`src/rtl/ssm_scan_if.sv`:
```
// Display-driver bus: shadow load inputs, display controls and the registered pin outputs.
interface ssm_scan_if #(
  parameter int unsigned NUM_DIGITS = 4
);
  logic                      load;
  logic [4*NUM_DIGITS-1:0]   value;
  logic [NUM_DIGITS-1:0]     dp_in;
  logic                      blank_lz;
  logic                      enable;
  logic [6:0]                seg;
  logic                      dp;
  logic [NUM_DIGITS-1:0]     an;

  modport master (
    output load, value, dp_in, blank_lz, enable,
    input  seg, dp, an
  );

  modport slave (
    input  load, value, dp_in, blank_lz, enable,
    output seg, dp, an
  );
endinterface

```
`src/rtl/ssm_scan.sv`:
```
// Multiplexed multi-digit seven-segment driver: shadowed hex value, time-sliced
// digit scan with anti-ghost blanking, hex decode, decimal points and leading-zero blanking.
module ssm_scan #(
  parameter int unsigned NUM_DIGITS     = 4,
  parameter int unsigned REFRESH_DIV    = 50000,
  parameter int unsigned SEG_ACTIVE_LOW = 1,
  parameter int unsigned AN_ACTIVE_LOW  = 1
) (
  input  logic         clk,
  input  logic         rst_n,
  ssm_scan_if.slave    bus
);

  localparam int unsigned CW = (REFRESH_DIV > 1) ? $clog2(REFRESH_DIV) : 1;
  localparam int unsigned IW = (NUM_DIGITS > 1) ? $clog2(NUM_DIGITS) : 1;
  localparam int unsigned VW = 4 * NUM_DIGITS;

  localparam logic [6:0]            SEG_OFF = (SEG_ACTIVE_LOW != 0) ? 7'h7F : 7'h00;
  localparam logic                  DP_OFF  = (SEG_ACTIVE_LOW != 0);
  localparam logic [NUM_DIGITS-1:0] AN_OFF  = (AN_ACTIVE_LOW != 0) ? '1 : '0;

  logic [CW-1:0]         cnt;
  logic [IW-1:0]         idx;
  logic [VW-1:0]         sh_val;
  logic [NUM_DIGITS-1:0] sh_dp;

  logic [NUM_DIGITS-1:0] lz_c;
  logic [3:0]            nib_c;
  logic                  lz_sel_c;
  logic                  dp_sel_c;
  logic [NUM_DIGITS-1:0] sel_c;
  logic [6:0]            lit_c;
  logic [6:0]            seg_nxt_c;
  logic                  dp_nxt_c;
  logic [NUM_DIGITS-1:0] an_nxt_c;

  // Active-high hex decode, segment a in bit 0.
  function automatic logic [6:0] hex7(input logic [3:0] n);
    hex7 = 7'h00;
    case (n)
      4'h0: hex7 = 7'h3F;
      4'h1: hex7 = 7'h06;
      4'h2: hex7 = 7'h5B;
      4'h3: hex7 = 7'h4F;
      4'h4: hex7 = 7'h66;
      4'h5: hex7 = 7'h6D;
      4'h6: hex7 = 7'h7D;
      4'h7: hex7 = 7'h07;
      4'h8: hex7 = 7'h7F;
      4'h9: hex7 = 7'h6F;
      4'hA: hex7 = 7'h77;
      4'hB: hex7 = 7'h7C;
      4'hC: hex7 = 7'h39;
      4'hD: hex7 = 7'h5E;
      4'hE: hex7 = 7'h79;
      4'hF: hex7 = 7'h71;
      default: hex7 = 7'h00;
    endcase
  endfunction

  // Per digit: this nibble and every higher one are zero.
  genvar g;
  generate
    for (g = 0; g < NUM_DIGITS; g++) begin : g_lz
      assign lz_c[g] = ~|sh_val[VW-1:4*g];
    end
  endgenerate

  // Select the current digit's data and form the next pin values.
  always_comb begin
    nib_c    = 4'h0;
    lz_sel_c = 1'b0;
    dp_sel_c = 1'b0;
    sel_c    = '0;
    for (int i = 0; i < NUM_DIGITS; i++) begin
      if (idx == IW'(i)) begin
        nib_c    = sh_val[4*i +: 4];
        lz_sel_c = lz_c[i];
        dp_sel_c = sh_dp[i];
        sel_c[i] = bus.enable && (cnt != '0);
      end
    end
    lit_c     = (bus.blank_lz && (idx != '0) && lz_sel_c) ? 7'h00 : hex7(nib_c);
    seg_nxt_c = (SEG_ACTIVE_LOW != 0) ? ~lit_c : lit_c;
    dp_nxt_c  = (SEG_ACTIVE_LOW != 0) ? ~dp_sel_c : dp_sel_c;
    an_nxt_c  = (AN_ACTIVE_LOW != 0) ? ~sel_c : sel_c;
  end

  // Free-running slot counter and digit index; independent of enable.
  always_ff @(posedge clk or negedge rst_n) begin
    if (!rst_n) begin
      cnt <= '0;
      idx <= '0;
    end else if (cnt == CW'(REFRESH_DIV - 1)) begin
      cnt <= '0;
      idx <= (idx == IW'(NUM_DIGITS - 1)) ? '0 : idx + IW'(1);
    end else begin
      cnt <= cnt + CW'(1);
    end
  end

  // Shadow capture; re-captures every cycle load is held.
  always_ff @(posedge clk or negedge rst_n) begin
    if (!rst_n) begin
      sh_val <= '0;
      sh_dp  <= '0;
    end else if (bus.load) begin
      sh_val <= bus.value;
      sh_dp  <= bus.dp_in;
    end
  end

  // Registered pin outputs, one cycle behind the scan state.
  always_ff @(posedge clk or negedge rst_n) begin
    if (!rst_n) begin
      bus.seg <= SEG_OFF;
      bus.dp  <= DP_OFF;
      bus.an  <= AN_OFF;
    end else begin
      bus.seg <= seg_nxt_c;
      bus.dp  <= dp_nxt_c;
      bus.an  <= an_nxt_c;
    end
  end

endmodule
```
`src/flat_wrapper.sv`:
```
// flat-port wrapper written by rule: the top's interface ports become plain ports
module ssm_scan_flat 
#(
  parameter int unsigned NUM_DIGITS     = 4,
  parameter int unsigned REFRESH_DIV    = 50000,
  parameter int unsigned SEG_ACTIVE_LOW = 1,
  parameter int unsigned AN_ACTIVE_LOW  = 1
)
  (clk, rst_n, bus_load, bus_value, bus_dp_in, bus_blank_lz, bus_enable, bus_seg, bus_dp, bus_an);
  ssm_scan_if #(.NUM_DIGITS(NUM_DIGITS)) bus_i ();
  input  logic clk;
  input  logic rst_n;
  input wire logic [$bits(bus_i.load)-1:0] bus_load;
  input wire logic [$bits(bus_i.value)-1:0] bus_value;
  input wire logic [$bits(bus_i.dp_in)-1:0] bus_dp_in;
  input wire logic [$bits(bus_i.blank_lz)-1:0] bus_blank_lz;
  input wire logic [$bits(bus_i.enable)-1:0] bus_enable;
  output wire logic [$bits(bus_i.seg)-1:0] bus_seg;
  output wire logic [$bits(bus_i.dp)-1:0] bus_dp;
  output wire logic [$bits(bus_i.an)-1:0] bus_an;
  assign bus_i.load = bus_load;
  assign bus_i.value = bus_value;
  assign bus_i.dp_in = bus_dp_in;
  assign bus_i.blank_lz = bus_blank_lz;
  assign bus_i.enable = bus_enable;
  assign bus_seg = bus_i.seg;
  assign bus_dp = bus_i.dp;
  assign bus_an = bus_i.an;
  ssm_scan #(.NUM_DIGITS(NUM_DIGITS), .REFRESH_DIV(REFRESH_DIV), .SEG_ACTIVE_LOW(SEG_ACTIVE_LOW), .AN_ACTIVE_LOW(AN_ACTIVE_LOW)) u_core (.clk(clk), .rst_n(rst_n), .bus(bus_i));
endmodule
```
`config.mk`:
```
export PLATFORM = sky130hd
export DESIGN_NAME = ssm_scan_flat
export DESIGN_NICKNAME = d
export VERILOG_FILES = /design/src/rtl/ssm_scan_if.sv /design/src/rtl/ssm_scan.sv /design/src/flat_wrapper.sv
export SDC_FILE = /design/constraint.sdc
export NUM_CORES = 1
export LEC_CHECK = 0
export CORE_ASPECT_RATIO = 0.7
export CORE_UTILIZATION = 40
export DETAILED_ROUTE_END_ITERATION = 10
export GPL_ROUTABILITY_DRIVEN = 0
export SYNTH_ARGS = -nofsm -noshare
export SYNTH_HDL_FRONTEND = slang
export SYNTH_SLANG_ARGS = --single-unit
```
`constraint.sdc`:
```
create_clock -name clk -period 3.4 [get_ports clk]
set_input_delay 0.85 -clock clk [delete_from_list [all_inputs] [get_ports clk]]
set_output_delay 0.85 -clock clk [all_outputs]
set_load 0.02 [all_outputs]
```
======== Word-level counts from Yosys, hierarchy flattened ========
Memories as Yosys holds them, arrays and structs flattened.
Cells that the tools add are included.
W data, S select, Z words.
cells by class
  add/sub/neg operators ................... 2
  equality and inequality tests ........... 4
  mux-type cells .......................... 19
  bitwise logic cells ..................... 3
  reductions and logical operators ........ 14
operator list
  cell                     number
  $add A16 B1 Y16 const B  1
  $eq A16 B16 Y1 const B   1
  $mux W16                 1
  $mux W4                  4
  $reduce_bool A16 Y1      1
  $reduce_or A16 Y1        1
  $mux W1                  12
  $reduce_or A12 Y1        1
  $reduce_or A8 Y1         1
  $mux W7                  1
  $not A7 Y7               1
  $eq A2 B2 Y1 const B     2
  $logic_not A1 Y1         4
  $not A4 Y4               1
  $reduce_or A4 Y1         1
  $logic_and A1 B1 Y1      3
  $add A2 B1 Y2 const B    1
  $eq A2 B1 Y1 const B     1
  $logic_not A2 Y1         1
  $mux W2                  1
  $reduce_bool A2 Y1       1
  $not A1 Y1               1
storage, ports and cells
  register bits ........................... 50
  memory bits (read-only) ................. 112
  input port bits ......................... 25
  logic and storage cells ................. 50
  memories kept ........................... 1
memory list
  name              words  width  read ports  clocked after memory_dff  wr ports  line            text
  (name not given)  16     7      1           0                         0         ssm_scan.sv:40  case (n)

======== Depth between registers and ports, before layout ========
Gate-level depths: netlist of run 1.
  depth in word-level cells ............... 9
  mapped depth ............................ 11
  depth with buffers taken out ............ 10

======== Worst setup path before layout of run 1 ========
No wires, ideal clock.
  kind .................................... register to register
  start ................................... register u_core.idx[1]
  end ..................................... register u_core.bus.seg[5]
  library setup time ...................... 0.113 ns
  arrival time ............................ 2.134 ns
  required time ........................... 3.287 ns
  slack ................................... 1.153 ns
  cell stages (with the launch flop) ...... 12
  buffers on the path ..................... 1
  path through ............................ dfrtp_1 -> inv_1 -> ha_1 -> clkbuf_1 -> a21oi_1 -> o21ai_0 -> a22oi_1 -> inv_1 -> ha_1 -> mux2_2 -> nand2_1 -> o311ai_0
between the ends
  word-level cells in the longest chain between the ends .. 8
ends and longest elaborated chain
  what                                                          line               text
  from (decl)                                                   ssm_scan.sv:23     logic [IW-1:0] idx;
  from (signal assigned)                                        ssm_scan.sv:96     idx <= (idx == IW'(NUM_DIGITS - 1)) ? '0 : idx + IW'(1);
  $logic_not A2 Y1                                              ssm_scan.sv:76     if (idx == IW'(i)) begin
  $mux W4 / $mux W1 (equally long branches) (4 in series)       ssm_scan.sv:76
  $mem_v2 Z16 W7 / $logic_and A1 B1 Y1 (equally long branches)  n/a
  $mux W7 *                                                     ssm_scan.sv:83     lit_c = (bus.blank_lz && (idx != '0) && lz_sel_c) ? 7'h00 : hex7(nib_c);
  $not A7 Y7 *                                                  ssm_scan.sv:84     seg_nxt_c = (SEG_ACTIVE_LOW != 0) ? ~lit_c : lit_c;
  net u_core.seg_nxt_c[5]                                       ssm_scan.sv:33     logic [6:0] seg_nxt_c;
  to (signal assigned)                                          ssm_scan.sv:120    bus.seg <= seg_nxt_c;
  to (decl)                                                     ssm_scan_if.sv:21  output seg, dp, an
The timed path passes the listed nets; every way through them passes the cells marked *.
A chain may end at the register's enable or synchronous reset.

======== Final worst setup path of run 1 ========
Same ends and word-level chain as after synthesis.

==> results of run 1 <==
-- cell type report --
cell class              instances  area share (%)
inverters                      12            1.51
repair buffers                 39            12.7
clock inverters                 2           0.420
flip-flops and latches         50            42.5
multi-input cells             156            37.0
clock buffers                   6            2.77
well taps                      75            3.15
-- stage by stage --
step           power [mW]  hold slack [ps]  util (%)
6_report             1.23              413      51.0
4_1_cts              1.24              414      51.0
3_5_place_dp        0.879              400      49.4
2_1_floorplan       0.786              383         -
3_3_place_gp        0.877              399      49.4
5_1_grt              1.30              435      51.0
-- worst max path at each step --
stage | end | startpoint
final | u_core.bus.seg[5]$_DFF_PN1_ | u_core.idx[1]$_DFFE_PN0N_
after global placement | u_core.bus.seg[5]$_DFF_PN1_ | bus_blank_lz
after global routing | u_core.bus.seg[5]$_DFF_PN1_ | u_core.idx[1]$_DFFE_PN0N_
after detailed placement | u_core.bus.seg[5]$_DFF_PN1_ | bus_blank_lz
after CTS | u_core.bus.seg[5]$_DFF_PN1_ | u_core.idx[0]$_DFFE_PN0N_
after floorplan | u_core.bus.seg[5]$_DFF_PN1_ | u_core.idx[1]$_DFFE_PN0N_
-- cells by family (layout without fill, tap and decap cells) --
family | count (synthesis) | in the layout | share of synthesized area [%]
XOR/XNOR | 13 | 13 | 4.62
flip-flops | 50 | 50 | 51.3
AND/OR/NAND/NOR | 75 | 75 | 15.0
buffers and inverters | 22 | 59 | 3.96
multiplexers | 24 | 24 | 10.8
AO/OA/AOI/OAI | 32 | 32 | 8.22
adder cells (fa/ha/maj) | 12 | 12 | 6.09
-- power by group --
part           switching, mW  total [mW]  leakage, nW  internal, mW
clock network          0.201       0.365       0.0472         0.164
registers             0.0229       0.669        0.598         0.646
logic                 0.0931       0.198        0.630         0.104
-- synthesized netlist by cell type, types with 2 or more instances --
library cell	number
dfrtp_1	38
nand2_1	27
mux2_2	20
nor2_1	16
dfstp_2	12
ha_1	12
inv_1	12
o21ai_0	10
a21oi_1	9
xor2_1	7
nand3_1	6
xnor2_1	6
nand4_1	5
nor4_1	5
mux2i_1	4
nor3_1	4
a22oi_1	3
buf_2	3
clkbuf_1	3
o211ai_1	3
buf_1	2
nand2b_1	2
o221a_2	2
-- layer usage --
layer	track usage (%)	wire [um]	share of wire, %	vias up
met5	0	0	0	-
met2	23.3	2020	41	41
met1	26.8	2610	54	825
met3	4.05	210	4.3	2
li1	-	-	-	865
met4	6.16	22	0.45	0
-- state kept, by name, summed over array words and instances (netlist names) --
register and flops:
u_core.sh_val 16, u_core.sh_dp 4, u_core.bus.dp 1, u_core.idx 2, u_core.cnt 16, u_core.bus.an 4
u_core.bus.seg 7
-- worst max-delay path, delay by kind of cell (launching register included) --
kind | cells | cell delay [ps]
AO/OA/AOI/OAI | 4 | 880
multiplexers | 1 | 270
adder cells (fa/ha/maj) | 2 | 570
flip-flops | 1 | 390
buffers and inverters | 2 | 260
AND/OR/NAND/NOR | 1 | 70
==> results.md, run 1 <==
- Leak: 1.28 nW
- Post-cts resize count: 0
- Slowest-stage cell, CP: a22oi_1
- Final hold vios: 0
- Area delta synth->final: 20.9%
- Critical path required time: 3590 ps
- Skew-Pair Late Insertion Delay: 300 ps
- Worst slew pin tran: 1020 ps
- Core area: 0.00584 mm^2
- Nets: 301
- Initial antenna violation count: 0
- Setup ws final: 829 ps
- Final WL: 4860 um
- Status: completed
- Routed len/inst: 14.3 um
- Critical Path End Type: register
- Hold Path Class: reg2reg
- Peak supply drop: 0.169 mV
- Via count: 1733
- First-pass GRT wire length: 8340 um
- Asr flop ratio synth: 100%
- Power per Cell Area: 413 mW/mm^2
- R2r endpoint: u_core.bus.seg[5]$_DFF_PN1_
- Critical path class: reg2reg
- R2R Setup Slk: 830 ps
- WHS Endpoint: u_core.bus.dp$_DFF_PN1_
- Synth Net Count: 265
- Multi-input gate area: 0.00110 mm^2
- Area leader, netlist: dfrtp_1
- Vias in the first global route: 1643
- Post-synthesis cell count: 228
- DR vias/cell: 5.10
- Sequential Area: 0.00127 mm^2
- Tcrit/Tclk final: 75.6%
- Max Fclk: 389 MHz
- Clock slew at reported path FFs: 90 ps
- WHS Path Cells: 1
- Mapped cell area: 0.00247 mm^2
- Filler instances: 547
- Synth top area share: 38.6%
- Synth Warn #: 0
- TritonCTS clock tree: yes
- Final Slew Violations: 0
- Clk Tree Root Cell: clkbuf_8
- Starting Density: 42.2%
- Flip-flop and latch count after synthesis: 50
- Post-DP HPWL: 3500 um
- Final setup fails: 0
- Post-synthesis sequential area ratio: 51.3%
- Worst slew margin: 32.1%
- Placed inst area: 0.00289 mm^2
- DRC: 0
- Tmin final: 2570 ps
- Commonest non-fill, non-tap cells in the layout: dfrtp_1 (38), clkdlybuf4s50_1 (35), nand2_1 (27)
- Setup WS pre-CTS: 756 ps
- Worst path max stage delay: 440 ps
- Final Non-Filler Cells: 340
- Antenna-violating nets left: 0
- Chip height: 67.7 um
- Critical path startpoint category: register
- Clock tree buffer depth: 2
- Clock sink count: 50
- Initial DRC Count: 104
- GR Util All Layers: 17.4%
- EDFF count, synth: 0
- Max cap viols: 0
- Pin count of the biggest net entering global routing: 46
- Setup bufs post-CTS: 0
- H-tree lvl count: 2
- Worst reg-to-reg path cell count: 10
- Most common cell after layout, fill and taps aside: dfrtp_1
- Die width: 95.9 um
- Sum Neg Setup Slack: 0 ps
- Top cells by area, synth: dfrtp_1 (39%), dfstp_2 (13%), mux2_2 (9.1%)
- Distinct cell type count after synthesis: 40
- Synth Flop Type: dfrtp_1
- Final instance area: 0.00298 mm^2
- Placed cell count: 332
- Die Area: 0.00649 mm^2
- Crit path DAT: 2760 ps
- Cts hold-fix bufs: 0
- Detailed Routing Iterations Pass 1: 4
- Site Rows: 23
- Total CTS buffers: 5
- Input/output buffers: 36
- Mean post-synth cell area: 10.8 um^2
- GRT overflow: 0
- Share of cells above drive strength 1: 19.2%
- CP Cell Sequence: inv_1, ha_1, a21oi_1, o21ai_0, a22oi_1, inv_1, ha_1, mux2_2, nand2_1, o311ai_0
- I/O pins: 37
- Antenna diodes: 0
- Crit Path Max Fanout: 12
- Unrepaired setup endpoints after global routing: no
- Layout Skew: 2.64 ps
- Worst r2r src: u_core.idx[1]$_DFFE_PN0N_
- HP Start: u_core.sh_dp[3]$_DFFE_PN0P_
No activity file was read; power rests on OpenSTA's default activity.
==> run 2, diff against run 1 <==
==> constraint.sdc (replaced) <==
create_clock -name clk -period 2.25 [get_ports clk]
set_input_delay 0.5625 -clock clk [delete_from_list [all_inputs] [get_ports clk]]
set_output_delay 0.5625 -clock clk [all_outputs]
set_load 0.02 [all_outputs]
==> results.md, run 2 (synthesized netlist as in run 1, its figures left out) <==
- Biggest regs: u_core.cnt: 16 flops, u_core.sh_val: 16 flops, u_core.bus.seg: 7 flops
- Final instance area: 0.00308 mm^2 (+3.5%)
- Initial antenna violation count: 0 (unchanged)
- Net Sw Frac: 25.3% (-0.47 points)
- Routed wl met3: 192 um (-8.6%)
- DR top layer: met4
- Total CTS buffers: 5 (unchanged)
- Tmin final: 2100 ps (-470 ps)
- Antenna diodes: 0 (unchanged)
- Switching pwr: 461 uW (+45%)
- Critical path required time: 2480 ps (-1110 ps)
- Clock Power Share: 27.5% (-2.2 points)
- Final hold vios: 0 (unchanged)
- Final Non-Filler Cells: 348 (+2.4%)
- Vias in the first global route: 1582 (-3.7%)
- Placed cell count: 338 (+1.8%)
- Final WL: 4880 um (+0.25%)
- Starting Density: 42.2% (unchanged)
- Critical Path End Type: register
- Status: completed
- Metal-1 WL: 2720 um (+4.0%)
- Sequential power share: 55.5% (+1.2 points)
- Comb pwr share: 17.0% (+1.0 points)
- DRC: 0 (unchanged)
- Detailed Routing Iterations Pass 1: 4 (unchanged)
- H-tree lvl count: 2 (unchanged)
- I/O pins: 37 (unchanged)
- Max cap viols: 0 (unchanged)
- Site Rows: 23 (unchanged)
- Clock slew at reported path FFs: 90 ps (about the same)
- Most common cell after layout, fill and taps aside: dfrtp_1
- Clock sink count: 50 (unchanged)
- Commonest non-fill, non-tap cells in the layout: dfrtp_1 (37), clkdlybuf4s50_1 (35), nand2_1 (27)
- First-pass GRT wire length: 8100 um (-2.8%)
- Met2 WL: 1940 um (-3.8%)
- CP Launch Point: u_core.idx[0]$_DFFE_PN0N_
- Power per Cell Area: 591 mW/mm^2 (+43%)
- Area delta synth->final: 25.1%
- Unrepaired setup endpoints after global routing: yes
- Tcrit/Tclk final: 93.4% (+18 points)
- Final setup fails: 0 (unchanged)
- Pint: 1.36 mW (+49%)
- Chip height: 67.7 um (unchanged)
- Layout Skew: 5.48 ps (+2.84 ps)
- Pin count of the biggest net entering global routing: 29 (-37%)
- Clk Tree Root Cell: clkbuf_8
- Die width: 95.9 um (unchanged)
- Die Area: 0.00649 mm^2 (unchanged)
- Routed len/inst: 14.0 um (-2.1%)
- Final Slew Violations: 0 (unchanged)
- Via count: 1768 (+2.0%)
- GRT overflow: 0 (unchanged)
- Core area: 0.00584 mm^2 (unchanged)
- Hold Path Class: in2async
- Worst slew margin: 62.2% (+30 points)
- Crit path DAT: 2330 ps (-430 ps)
- Crit Path Max Fanout: 10 (-2)
- TritonCTS clock tree: yes
- Clock tree buffer depth: 2 (unchanged)
- DR vias/cell: 5.08 (-0.33%)
- Critical path class: reg2reg
- Placed inst area: 0.00294 mm^2 (+2.0%)
- Worst slew pin tran: 568 ps (-451 ps)
- Nets: 309 (+2.7%)
- Antenna-violating nets left: 0 (unchanged)
- Worst r2r src: u_core.idx[0]$_DFFE_PN0N_
- Cts hold-fix bufs: 0 (unchanged)
- Leak: 1.32 nW (+3.2%)
- Input/output buffers: 36 (unchanged)
- Initial DRC Count: 105 (+0.96%)
- Skew-Pair Late Insertion Delay: 300 ps (about the same)
- Critical path startpoint category: register
- Share of cells above drive strength 1: 24.2% (+4.9 points)
- Post-DP HPWL: 3670 um (+4.7%)
- Peak supply drop: 0.354 mV (+110%)
- GR Util All Layers: 16.9% (-0.45 points)
- Max Fclk: 476 MHz (+22%)
-- run 2: per-stage QoR --
stage | util (%) | setup WS (ps) | TNS [ps] | hold WS (ps) | power (mW)
floorplan | - | 3.09 | 0 | 267 | 1.19
global placement | 50.4 | -46.3 | -46.3 | 405 | 1.34
detailed placement | 50.4 | -53.2 | -53.2 | 402 | 1.34
CTS | 51.8 | 21.9 | 0 | 250 | 1.84
global route | 52.8 | -30.5 | -34.4 | 270 | 1.92
finish | 52.8 | 148 | 0 | 244 | 1.82
-- run 2: final timing paths --
| kind | endpoint | slack, ps | depth (start not counted) |
|---|---|---|---|
| max | u_core.bus.seg[0]$_DFF_PN1_ | 150 | 8 |
| min | u_core.cnt[4]$_DFF_PN0_ | 240 | 1 |
| max reg2reg | u_core.bus.seg[0]$_DFF_PN1_ | 150 | 8 |
| min reg2reg | u_core.bus.dp$_DFF_PN1_ | 420 | 1 |
| max in group asynchronous | u_core.bus.seg[2]$_DFF_PN1_ | 1390 | 2 |
| min in group clk | u_core.bus.dp$_DFF_PN1_ | 420 | 1 |
-- run 2: critical path, stage by stage, from the launching register on --
cell and delay (ps):
dfrtp_2 440, ha_1 340, inv_1 180, nand2_1 90, o221a_2 320, buf_4 170
nand2b_1 170, and3_1 190, o21ai_0 130
-- run 2: cell type report --
type	count	area (um^2)
Sequential cell	50	1270
Inverter	12	45.0
Clock buffer	6	72.6
Timing Repair Buffer	47	450
Fill cell	528	2760
Tap cell	75	93.8
Multi-Input combinational cell	156	1140
Clock inverter	2	10.0
-- run 2: routing by layer --
metal	vias up	global-route usage, %
met5	-	0
li1	875	-
met4	0	4.48
met3	5	4.17
met1	854	27.3
met2	34	21.7
-- run 2: power by group through the flow --
stage / clock [mW] / combinational [mW] / sequential (mW)
5_1_grt: 0.560 / 0.343 / 1.02
6_report: 0.501 / 0.310 / 1.01
2_1_floorplan: 0 / 0.135 / 1.05
3_5_place_dp: 0 / 0.309 / 1.03
4_1_cts: 0.520 / 0.310 / 1.01
3_3_place_gp: 0 / 0.307 / 1.03
-- run 2: what timing repair did --
action / CTS / global route
gates resized for setup: 0 / 11
buffers inserted: 0 / 2
hold endpoints to repair: 0 / 0
endpoints found under the setup margin: 0 / 5
==> run 3, diff against run 2 <==
--- a/config.mk
+++ b/config.mk
@@ -5,10 +5,12 @@
 export SDC_FILE = /design/constraint.sdc
 export NUM_CORES = 1
 export LEC_CHECK = 0
-export CORE_ASPECT_RATIO = 0.7
+export ABC_AREA = 1
+export CORE_ASPECT_RATIO = 1.25
 export CORE_UTILIZATION = 40
 export DETAILED_ROUTE_END_ITERATION = 10
 export GPL_ROUTABILITY_DRIVEN = 0
+export PLACE_DENSITY = 0.72
 export SYNTH_ARGS = -nofsm -noshare
 export SYNTH_HDL_FRONTEND = slang
 export SYNTH_SLANG_ARGS = --single-unit
==> results.md, run 3 <==
- Nets: 396 (+28%)
- Core area: 0.00661 mm^2 (+13%)
- Antenna-violating nets left: 0 (unchanged)
- GRT overflow: 0 (unchanged)
- Chip height: 94.7 um (+40%)
- EDFF count, synth: 0 (unchanged)
- Power per Cell Area: 557 mW/mm^2 (-5.7%)
- Most common cell after layout, fill and taps aside: nand2_1
- Final setup fails: 0 (unchanged)
- Unrepaired setup endpoints after global routing: no
- Routed len/inst: 11.7 um (-16%)
- Detailed Routing Iterations Pass 1: 4 (unchanged)
- Asr flop ratio synth: 100% (unchanged)
- CP top delay family: adder cells
- DRC: 0 (unchanged)
- CP Cell Sequence: inv_1, ha_2, inv_1, nand3_1, nand2_1, nand2_1, inv_1, ha_1, inv_1, nand2_1, nand3_1, nand3_1
- Most frequent cell on the critical path: inv_1
- Status: completed
- TritonCTS clock tree: yes
- Mapped cell area: 0.00275 mm^2 (+12%)
- GR Util All Layers: 16.5% (-0.38 points)
- Input/output buffers: 36 (unchanged)
- Hold Path Class: in2async
- Tcrit/Tclk final: 90.2% (-3.2 points)
- Post-synthesis sequential area ratio: 46.0% (-5.3 points)
- Mean post-synth cell area: 8.57 um^2 (-21%)
- Die Area: 0.00722 mm^2 (+11%)
- Total CTS buffers: 5 (unchanged)
- First-pass GRT wire length: 9470 um (+17%)
- I/O pins: 37 (unchanged)
- Top cells by area, synth: dfrtp_1 (35%), dfstp_2 (11%), nand2_1 (11%)
- Initial DRC Count: 65 (-38%)
- Flip-flop and latch count after synthesis: 50 (unchanged)
- Sum Neg Setup Slack: 0 ps (unchanged)
- H-tree lvl count: 2 (unchanged)
- Pwr Total: 1.84 mW (+1.0%)
- Synth top area share: 34.6% (-4.0 points)
- Crit Path Max Fanout: 9 (-1)
- Area leader, netlist: dfrtp_1
- Post-DP HPWL: 4140 um (+13%)
- Synth Flop Type: dfrtp_1
- Initial antenna violation count: 0 (unchanged)
- Post-synthesis cell count: 321 (+41%)
- Worst slew pin tran: 454 ps (-114 ps)
- Critical Path End Type: register
- Antenna diodes: 0 (unchanged)
- Tmin final: 2030 ps (-72.8 ps)
- Area delta synth->final: 20.1%
- Max Fclk: 493 MHz (+3.6%)
- Biggest regs: u_core.cnt: 16 flops, u_core.sh_val: 16 flops, u_core.bus.seg: 7 flops
- Clock sink count: 50 (unchanged)
- Worst path max stage delay: 430 ps (about the same)
- Max cap viols: 0 (unchanged)
- Distinct cell type count after synthesis: 34 (-15%)
- Die width: 76.2 um (-21%)
- Critical path class: reg2reg
- Clock slew at reported path FFs: 90 ps (about the same)
- Critical path startpoint category: register
- Layout Skew: 11.1 ps (+5.66 ps)
- Final hold vios: 0 (unchanged)
- Site Rows: 33 (+43%)
- Commonest non-fill, non-tap cells in the layout: nand2_1 (78), inv_1 (40), dfrtp_1 (38)
- Vias in the first global route: 2148 (+36%)
- Count leader, synth: nand2_1
- Leak: 1.53 nW (+16%)
- Synth Net Count: 358 (+35%)
- Clk Tree Root Cell: clkbuf_8
- Via count: 2159 (+22%)
- DR vias/cell: 4.83 (-4.9%)
- Pin count of the biggest net entering global routing: 32 (+10%)
- Critical path required time: 2470 ps (about the same)
- Final WL: 5250 um (+7.7%)
- Buf+Inv Stages, Crit Path: 4 (+2)
- Clock tree buffer depth: 2 (unchanged)
- Share of cells above drive strength 1: 18.6% (-5.6 points)
- Post-synth top cells: nand2_1 (78), inv_1 (40), dfrtp_1 (38), nand3_1 (22), nor2_1 (15)
- Skew-Pair Late Insertion Delay: 310 ps (about the same)
- Final Slew Violations: 0 (unchanged)
- Starting Density: 41.6% (-0.57 points)
- Worst slew margin: 69.8% (+7.6 points)
- Synth Warn #: 0 (unchanged)
- Crit path DAT: 2250 ps (-80 ps)
- Slowest-stage cell, CP: dfrtp_1
- Peak supply drop: 0.383 mV (+8.3%)
run 3: final cells by class:
class / instances / area, um^2
clock buffer: 6 / 82.6
sequential: 50 / 1270
inverter: 48 / 181
multi-input combinational: 215 / 1260
clock inverter: 2 / 12.5
timing repair buffer: 39 / 390
tap: 87 / 109
fill: 627 / 3300
run 3: worst register-to-register path, delay by kind of cell (launching register included):
family                     cells  cell delay [ps]
adders and majority gates      2              600
buffers and inverters          4              400
DFF                            1              430
and+or+nand+nor                6              520
run 3: power breakdown:
| group | switching (mW) | internal (mW) | total, mW | leakage [nW] |
|---|---|---|---|---|
| sequential | 0.0277 | 0.970 | 0.998 | 0.602 |
| combinational | 0.158 | 0.142 | 0.300 | 0.883 |
| clock | 0.295 | 0.247 | 0.543 | 0.0472 |
| total | 0.481 | 1.36 | 1.84 | 1.53 |
run 3: what timing repair did:
action | in CTS | in global routing
resized for setup | 0 | 3
buffers inserted | 0 | 0
endpoints found under the setup margin | 0 | 5
hold buffers | 0 | 0
run 3: metrics by stage:
stage          setup WS (ps)  utilization (%)  instances  hold slack [ps]  cell area (um^2)
2_1_floorplan            462                -        321              267              2750
3_3_place_gp             236             48.4        439              447              3200
3_5_place_dp             130             48.4        439              447              3200
4_1_cts                  107             49.9        447              202              3300
5_1_grt                 36.6             50.0        447              217              3300
6_report                 221             50.0        447              185              3300
run 3: cell families (layout without fill, tap and decap cells):
kind of cell | Yosys count | count (layout) | share of synthesized area (%)
AOI/OAI and AO/OA | 37 | 37 | 7.96
muxes | 9 | 9 | 3.68
xor gates and xnor gates | 6 | 6 | 1.91
DFF | 50 | 50 | 46.0
buffers and inverters | 56 | 95 | 8.41
and+or+nand+nor | 151 | 151 | 26.6
adders and majority gates | 12 | 12 | 5.46
run 3: path summary, 6_finish.rpt:
kind                       slack, ps                         from                          end  depth (start not counted)
setup / recovery                 220    u_core.idx[0]$_DFFE_PN0N_  u_core.bus.seg[3]$_DFF_PN1_                         12
hold / removal                   190                        rst_n      u_core.cnt[9]$_DFF_PN0_                          1
setup reg to reg                 220    u_core.idx[0]$_DFFE_PN0N_  u_core.bus.seg[3]$_DFF_PN1_                         12
hold reg to reg                  460  u_core.sh_dp[3]$_DFFE_PN0P_      u_core.bus.dp$_DFF_PN1_                          1
max in group asynchronous       1470                        rst_n      u_core.bus.dp$_DFF_PN1_                          2
min in group clk                 460  u_core.sh_dp[3]$_DFFE_PN0P_      u_core.bus.dp$_DFF_PN1_                          1
run 3: per-layer routing:
metal	GRT usage, %	vias to the layer above	share of wire, %
met3	2.80	6	3.1
li1	-	1104	-
met4	4.81	0	1.3
met1	18.5	1014	43
met5	0	-	0
met2	32.2	35	53
